### src/rtl/bcp_imply_arb.sv
// ---------------------------------------------------------------------------
// bcp_imply_arb
//   Collects implied literals from NUM_PE BCP engines and serializes them,
//   one per cycle, into the unit-clause queue (UCQ). Engines are served
//   round-robin. Each granted literal is filtered against everything still
//   in the implication FIFO:
//   - a zero (pruned) literal is dropped,
//   - a duplicate is dropped,
//   - a literal whose complement is already queued raises a conflict.
//   Engines can also signal a clause conflict directly. A conflict freezes
//   the block until the controller issues flush after backtracking.
//
// Ports
//   clk, rst_n      clock, asynchronous active-low reset
//   pe_imply_valid  per-PE request, held by the PE until acked
//   pe_imply_lit    per-PE literal, PE i at [i*LIT_W +: LIT_W], signed, 0=invalid
//   pe_conflict     per-PE clause-conflict pulse
//   pe_imply_ack    one-hot grant, combinational in the accepting cycle
//   ucq_lit         FIFO head literal (0 when ucq_valid is low)
//   ucq_valid       head valid (non-empty and not in conflict)
//   ucq_ready       UCQ accepts the head this cycle
//   flush           clear FIFO, conflict and round-robin pointer
//   conflict_out    sticky conflict flag
//   conflict_pe     PE that caused the first conflict
//   fifo_count      FIFO occupancy
//   busy            FIFO non-empty or any request pending
// ---------------------------------------------------------------------------
module bcp_imply_arb #(
  parameter int NUM_PE     = 4,
  parameter int LIT_W      = 8,
  parameter int FIFO_DEPTH = 8
) (
  input  logic                          clk,
  input  logic                          rst_n,
  input  logic [NUM_PE-1:0]             pe_imply_valid,
  input  logic [NUM_PE*LIT_W-1:0]       pe_imply_lit,
  input  logic [NUM_PE-1:0]             pe_conflict,
  output logic [NUM_PE-1:0]             pe_imply_ack,
  output logic [LIT_W-1:0]              ucq_lit,
  output logic                          ucq_valid,
  input  logic                          ucq_ready,
  input  logic                          flush,
  output logic                          conflict_out,
  output logic [$clog2(NUM_PE)-1:0]     conflict_pe,
  output logic [$clog2(FIFO_DEPTH):0]   fifo_count,
  output logic                          busy
);

  localparam int PE_W  = $clog2(NUM_PE);
  localparam int PTR_W = $clog2(FIFO_DEPTH);
  localparam int CNT_W = PTR_W + 1;

  typedef enum logic {
    ST_RUN,
    ST_CONFLICT
  } state_t;

  // -------------------------------------------------------------------------
  // State
  // -------------------------------------------------------------------------
  state_t             state_reg;
  logic [PE_W-1:0]    rr_ptr_reg;
  logic               conflict_reg;
  logic [PE_W-1:0]    conflict_pe_reg;
  logic [PTR_W-1:0]   rd_ptr_reg;
  logic [PTR_W-1:0]   wr_ptr_reg;
  logic [CNT_W-1:0]   count_reg;
  // Kept in flops: every slot is compared against the granted literal in
  // parallel, which a RAM could not provide.
  logic [LIT_W-1:0]   mem_reg [FIFO_DEPTH];

  // -------------------------------------------------------------------------
  // Per-PE literal unpacking
  // -------------------------------------------------------------------------
  logic [LIT_W-1:0] pe_lit [NUM_PE];

  generate
    for (genvar gi = 0; gi < NUM_PE; gi++) begin : g_unpack
      assign pe_lit[gi] = pe_imply_lit[gi*LIT_W +: LIT_W];
    end
  endgenerate

  // -------------------------------------------------------------------------
  // Round-robin winner search: first requester at or after rr_ptr_reg
  // -------------------------------------------------------------------------
  logic            grant_found;
  logic [PE_W-1:0] grant_idx;
  logic [PE_W-1:0] scan_idx;

  always_comb begin
    grant_found = 1'b0;
    grant_idx   = '0;
    scan_idx    = '0;
    for (int k = 0; k < NUM_PE; k++) begin
      scan_idx = PE_W'((int'(rr_ptr_reg) + k) % NUM_PE);
      if (!grant_found && pe_imply_valid[scan_idx]) begin
        grant_found = 1'b1;
        grant_idx   = scan_idx;
      end
    end
  end

  // Lowest-index engine reporting a clause conflict
  logic [PE_W-1:0] pe_conf_idx;

  always_comb begin
    pe_conf_idx = '0;
    for (int k = NUM_PE - 1; k >= 0; k--) begin
      if (pe_conflict[k]) begin
        pe_conf_idx = PE_W'(k);
      end
    end
  end

  logic any_pe_conflict;
  logic fifo_full;
  logic grant_en;

  assign any_pe_conflict = |pe_conflict;
  assign fifo_full       = (count_reg >= CNT_W'(FIFO_DEPTH));

  // Registered count only: a pop in this cycle does not make room for a push.
  // rst_n gates the grant so no PE sees an ack while reset is held.
  assign grant_en = rst_n && (state_reg == ST_RUN) && !flush &&
                    !any_pe_conflict && !fifo_full && grant_found;

  generate
    for (genvar gi = 0; gi < NUM_PE; gi++) begin : g_ack
      assign pe_imply_ack[gi] = grant_en && (grant_idx == PE_W'(gi));
    end
  endgenerate

  // -------------------------------------------------------------------------
  // Filtering of the granted literal against all live FIFO slots
  // (including the head, even if it is popped in this same cycle)
  // -------------------------------------------------------------------------
  logic [LIT_W-1:0]      grant_lit;
  logic [LIT_W-1:0]      neg_lit;
  logic [FIFO_DEPTH-1:0] slot_valid;
  logic [FIFO_DEPTH-1:0] dup_hit;
  logic [FIFO_DEPTH-1:0] neg_hit;

  assign grant_lit = pe_lit[grant_idx];
  assign neg_lit   = -grant_lit;

  generate
    for (genvar gi = 0; gi < FIFO_DEPTH; gi++) begin : g_slot
      logic [PTR_W-1:0] slot_off;
      // Distance from the head; wraps naturally as FIFO_DEPTH is a power of 2
      assign slot_off       = PTR_W'(gi) - rd_ptr_reg;
      assign slot_valid[gi] = ({1'b0, slot_off} < count_reg);
      assign dup_hit[gi]    = slot_valid[gi] && (mem_reg[gi] == grant_lit);
      assign neg_hit[gi]    = slot_valid[gi] && (mem_reg[gi] == neg_lit);
    end
  endgenerate

  logic lit_zero;
  logic lit_dup;
  logic lit_contra;
  logic push;
  logic contra_fire;
  logic pop;

  assign lit_zero    = (grant_lit == '0);
  assign lit_dup     = |dup_hit;
  assign lit_contra  = |neg_hit;
  assign push        = grant_en && !lit_zero && !lit_dup && !lit_contra;
  assign contra_fire = grant_en && !lit_zero && !lit_dup &&  lit_contra;
  assign pop         = ucq_valid && ucq_ready && !flush;

  logic [PE_W-1:0] rr_next;
  assign rr_next = (grant_idx == PE_W'(NUM_PE - 1)) ? '0 : grant_idx + PE_W'(1);

  // -------------------------------------------------------------------------
  // Control FSM, pointers and occupancy
  // -------------------------------------------------------------------------
  always_ff @(posedge clk or negedge rst_n) begin
    if (!rst_n) begin
      state_reg       <= ST_RUN;
      rr_ptr_reg      <= '0;
      conflict_reg    <= 1'b0;
      conflict_pe_reg <= '0;
      rd_ptr_reg      <= '0;
      wr_ptr_reg      <= '0;
      count_reg       <= '0;
    end else if (flush) begin
      state_reg       <= ST_RUN;
      rr_ptr_reg      <= '0;
      conflict_reg    <= 1'b0;
      conflict_pe_reg <= '0;
      rd_ptr_reg      <= '0;
      wr_ptr_reg      <= '0;
      count_reg       <= '0;
    end else begin
      if (push) begin
        wr_ptr_reg <= wr_ptr_reg + PTR_W'(1);
      end
      if (pop) begin
        rd_ptr_reg <= rd_ptr_reg + PTR_W'(1);
      end
      case ({push, pop})
        2'b10:   count_reg <= count_reg + CNT_W'(1);
        2'b01:   count_reg <= count_reg - CNT_W'(1);
        default: count_reg <= count_reg;
      endcase

      case (state_reg)
        ST_RUN: begin
          if (any_pe_conflict) begin
            state_reg       <= ST_CONFLICT;
            conflict_reg    <= 1'b1;
            conflict_pe_reg <= pe_conf_idx;
          end else if (contra_fire) begin
            state_reg       <= ST_CONFLICT;
            conflict_reg    <= 1'b1;
            conflict_pe_reg <= grant_idx;
          end
          if (grant_en) begin
            rr_ptr_reg <= rr_next;
          end
        end
        // Frozen until flush; later conflicts do not overwrite the source
        ST_CONFLICT: begin
          state_reg <= ST_CONFLICT;
        end
        default: begin
          state_reg <= ST_RUN;
        end
      endcase
    end
  end

  // FIFO storage: contents need no reset, occupancy says what is live
  always_ff @(posedge clk) begin
    if (push) begin
      mem_reg[wr_ptr_reg] <= grant_lit;
    end
  end

  // -------------------------------------------------------------------------
  // Outputs
  // -------------------------------------------------------------------------
  assign ucq_valid    = (count_reg != '0) && (state_reg == ST_RUN);
  assign ucq_lit      = ucq_valid ? mem_reg[rd_ptr_reg] : '0;
  assign conflict_out = conflict_reg;
  assign conflict_pe  = conflict_pe_reg;
  assign fifo_count   = count_reg;
  assign busy         = (count_reg != '0) || (|pe_imply_valid);

endmodule

### config.mk
export PLATFORM = sky130hd
export DESIGN_NAME = bcp_imply_arb
export DESIGN_NICKNAME = d
export VERILOG_FILES = /design/src/rtl/bcp_imply_arb.sv
export SDC_FILE = /design/constraint.sdc
export NUM_CORES = 1
export LEC_CHECK = 0
export BUFFER_PORTS_ARGS = -buffer_cell sky130_fd_sc_hd__buf_2
export CAP_MARGIN = 0
export CORE_UTILIZATION = 29
export CTS_BUF_LIST = sky130_fd_sc_hd__clkbuf_16
export CTS_CLUSTER_DIAMETER = 100
export DETAILED_ROUTE_END_ITERATION = 8
export PLACE_DENSITY = 0.42
export SYNTH_ARGS = -nofsm -noshare
export SYNTH_HDL_FRONTEND = slang
export SYNTH_SLANG_ARGS = --single-unit
### constraint.sdc
create_clock -name clk -period 7.05 [get_ports clk]
set_clock_uncertainty 0.2 [all_clocks]
set_input_delay 1.0575 -clock clk [delete_from_list [all_inputs] [get_ports clk]]
set_output_delay 1.0575 -clock clk [all_outputs]
set_load 0.005 [all_outputs]
==> impl_metrics.json <==
{
  "cts.sinks": 80,
  "drc_errors": 0,
  "reg2reg_from": "rr_ptr_reg[1]",
  "timing_worst_setup_path_type": "input port to flip-flop",
  "cts_resized": 0,
  "post-route-min-period_ns": 6.545,
  "p_comb_share_pct": 32.9,
  "rows": 55,
  "dieArea_mm2": 0.02389,
  "grt_util_all_layers_pct": 20.17,
  "num-fill-cells": 2317,
  "yosys_register_bits": 80,
  "syn_nets": 753,
  "slowest_stage": "nor2_1",
  "cpMostUsedCell": "nor2_1",
  "rsz0062_at_grt": "no",
  "setup_viol": 0,
  "tritoncts": "built",
  "cp.required_ns": 7.06,
  "hold_path_startpoint": "conflict_out",
  "core-area_mm2": 0.02271,
  "yosysWarnings": 0,
  "ys.flop_type": "edfxtp_1",
  "slowest_delay_ns": 0.61,
  "first_pass_iters": 5,
  "htreeDepth": 3,
  "syn_area_mm2": 0.006750,
  "worstPathCellList": "buf_2, nor2b_2, a211oi_1, or2_1, buf_4, a21oi_1, nor2_1, inv_1, xnor2_1, mux2i_1, nor4_1, and4_1, a2111oi_4, nand3_2, nand2_1, nor2_1, ha_1, a21o_1, a21oi_1, nor2_1, o21ai_0, o211ai_1, or4_1",
  "overflow": 0,
  "die_x_um": 154.6,
  "gp_congestion": 0.9135,
  "drv_slew": 0,
  "p_clk_share_pct": 30.3,
  "wl_mm": 23.32,
  "initial_utilization_pct": 29.72,
  "p_sw_share_pct": 34.36,
  "start_kind": "input port",
  "power.density_mw_per_mm2": 187.3,
  "cts_buffers": 9,
  "vdd_ir_drop_max_mv": 0.09194,
  "synthCells": 686,
  "die_y_um": 154.6,
  "whs_endpoint": "conflict_out",
  "status": "finished clean",
  "nets": 822,
  "p_sw_w": 0.0005028,
  "r2r_end": "fifo_count[3]",
  "synth_common_cells": "xnor2_1 (92), edfxtp_1 (64), nor2_1 (40)",
  "clk_pin_slew_ns": 0.07,
  "crit_path_end_kind": "flip-flop",
  "antenna_cells": 0,
  "r2r_slack_ns": 0.92,
  "crit_fanout": 21,
  "slew_headroom_pct": 42.21,
  "ys_seq_area_share_pct": 34.40,
  "synthTopCellsByArea": "edfxtp_1 (28%), xnor2_1 (12%), dfrtp_1 (5.9%)",
  "synth_most_common_cell": "xnor2_1",
  "async_reset_ff_share_pct": 20.00,
  "wl_per_cell_um": 22.31,
  "clk_latency_ns": 0.34,
  "grt_pass1_wl_mm": 35.46,
  "power.leakage_nw": 2.925,
  "timing.final.hold_violations": 0,
  "fmax_ghz": 0.1528,
  "io_buffers": 64,
  "hold_buffers": 0,
  "area_growth_pct": 15.70,
  "grt_pass1_vias": 5673,
  "synth_edf_count": 64,
  "whs_path_depth": 2,
  "tightestPinTransition_ns": 0.8669,
  "synth.distinct_cells": 77,
  "period_share_pct": 92.84,
  "fin_hold_ws_ns": 0.3221,
  "timing.max_cap.violations": 0,
  "pwr-share-seq_pct": 36.9,
  "viasPerCell": 5.405,
  "rr_worst_depth": 25,
  "netlist.area_leader.share_pct": 28.47,
  "cts_root_buffer": "clkbuf_16",
  "pin_count": 65,
  "clockBufferDepth": 2,
  "hpwl_mm": 18.44,
  "post_cts_buffers": 0,
  "drive_gt1_share_pct": 20.39,
  "synth_area_per_cell_um2": 9.840,
  "drt_iter0_drc": 453,
  "antenna_found_initial": 0,
  "grt_start_max_net_pins": 27,
  "largest_reg_flops": 64,
  "synth_area_leader_cell": "edfxtp_1",
  "vias": 5648,
  "worst_hold_path_type": "flip-flop to flip-flop",
  "critical_path_arrival_ns": 6.56,
  "drt.antenna.violating_nets": 0,
  "p_int_w": 0.0009604,
  "tns_ns": 0
}
[power groups by stage]
| stage | Clock [W] | Combinational (W) | Sequential [W] |
|---|---|---|---|
| CTS | 0.000453 | 0.000482 | 0.000539 |
| detailed placement | 0 | 0.000480 | 0.000549 |
| global route | 0.000471 | 0.000525 | 0.000540 |
| floorplan | 0 | 0.000332 | 0.000540 |
| finish | 0.000443 | 0.000481 | 0.000539 |
| global placement | 0 | 0.000480 | 0.000548 |
[worst max-delay path: cells and delay by family]
| family | cells | cell delay [ns] |
|---|---|---|
| XOR/XNOR | 1 | 0.27 |
| AND/OR/NAND/NOR | 10 | 2.24 |
| multiplexers | 1 | 0.22 |
| buffers and inverters | 3 | 0.88 |
| AO/OA/AOI/OAI | 7 | 1.59 |
| adder cells (fa/ha/maj) | 1 | 0.31 |
[stage by stage]
step | setup WS, ns | cell area (um2) | cells | power [W] | util [%]
2_1_floorplan | 0.2581 | 6750 | 686 | 0.0008720 | -
3_3_place_gp | 0.3707 | 7528 | 1029 | 0.001029 | 33.15
3_5_place_dp | 0.1719 | 7528 | 1029 | 0.001028 | 33.15
4_1_cts | 0.4974 | 7810 | 1045 | 0.001474 | 34.39
5_1_grt | 0.02720 | 7810 | 1045 | 0.001536 | 34.39
6_report | 0.5046 | 7810 | 1045 | 0.001463 | 34.39
[cells by family (layout without fill, tap and decap cells)]
group | count (synthesis) | in the layout | share of synthesized area [%]
AOI/OAI and AO/OA | 129 | 129 | 13.27
xor gates and xnor gates | 126 | 126 | 18.50
adders and majority gates | 23 | 23 | 4.374
buffers and inverters | 72 | 146 | 4.560
DFF | 80 | 80 | 34.40
muxes | 35 | 35 | 6.728
and+or+nand+nor | 221 | 221 | 18.17
[cell usage in the layout, fill, tap and decap left out, drive strengths merged, types with 4 or more instances in the layout]
cell type  count
xnor3          7
dfrtp         16
o31ai          5
o22ai          8
o21ai         27
nor4          22
edfxtp        64
xor2          23
nor3          20
inv           35
ha            22
nand2         40
mux2i         24
xnor2         96
a21o           4
clkbuf         9
buf           98
and3          11
a211oi        14
o211ai         4
and4           6
mux4           8
nor2          41
nor2b          6
nand2b         6
or4            5
and2          12
nand4          8
nand3         25
or2            5
a2111oi        6
a21oi         31
[how the worst max path moves through the flow]
stage,from,endpoint,slack [ns],depth (start not counted)
floorplan,pe_imply_valid[2],fifo_count[3],0.26,25
global placement,pe_imply_valid[2],fifo_count[3],0.37,23
detailed placement,pe_imply_valid[2],fifo_count[3],0.17,23
CTS,pe_imply_valid[1],fifo_count[3],0.50,27
global route,pe_imply_valid[2],fifo_count[3],0.03,23
finish,pe_imply_valid[2],fifo_count[3],0.50,23
[cell type report]
class | instances | area, um2 | share of cell area, %
multi-input cells | 534 | 4151 | 53.16
flip-flops and latches | 80 | 2322 | 29.73
repair buffers | 98 | 575.6 | 7.369
well taps | 285 | 356.6 | 4.566
clock buffers | 9 | 225.2 | 2.884
inverters | 32 | 122.6 | 1.570
clock inverters | 7 | 56.30 | 0.7209
[metal layers]
metal	global-route usage, %	up-vias	wire length, um
met3	3.222	24	1347
met4	6.223	0	533
li1	-	2654	-
met5	0	-	0
met2	33.14	172	10920
met1	27.13	2798	10520
No activity file was read; power rests on OpenSTA's default activity.
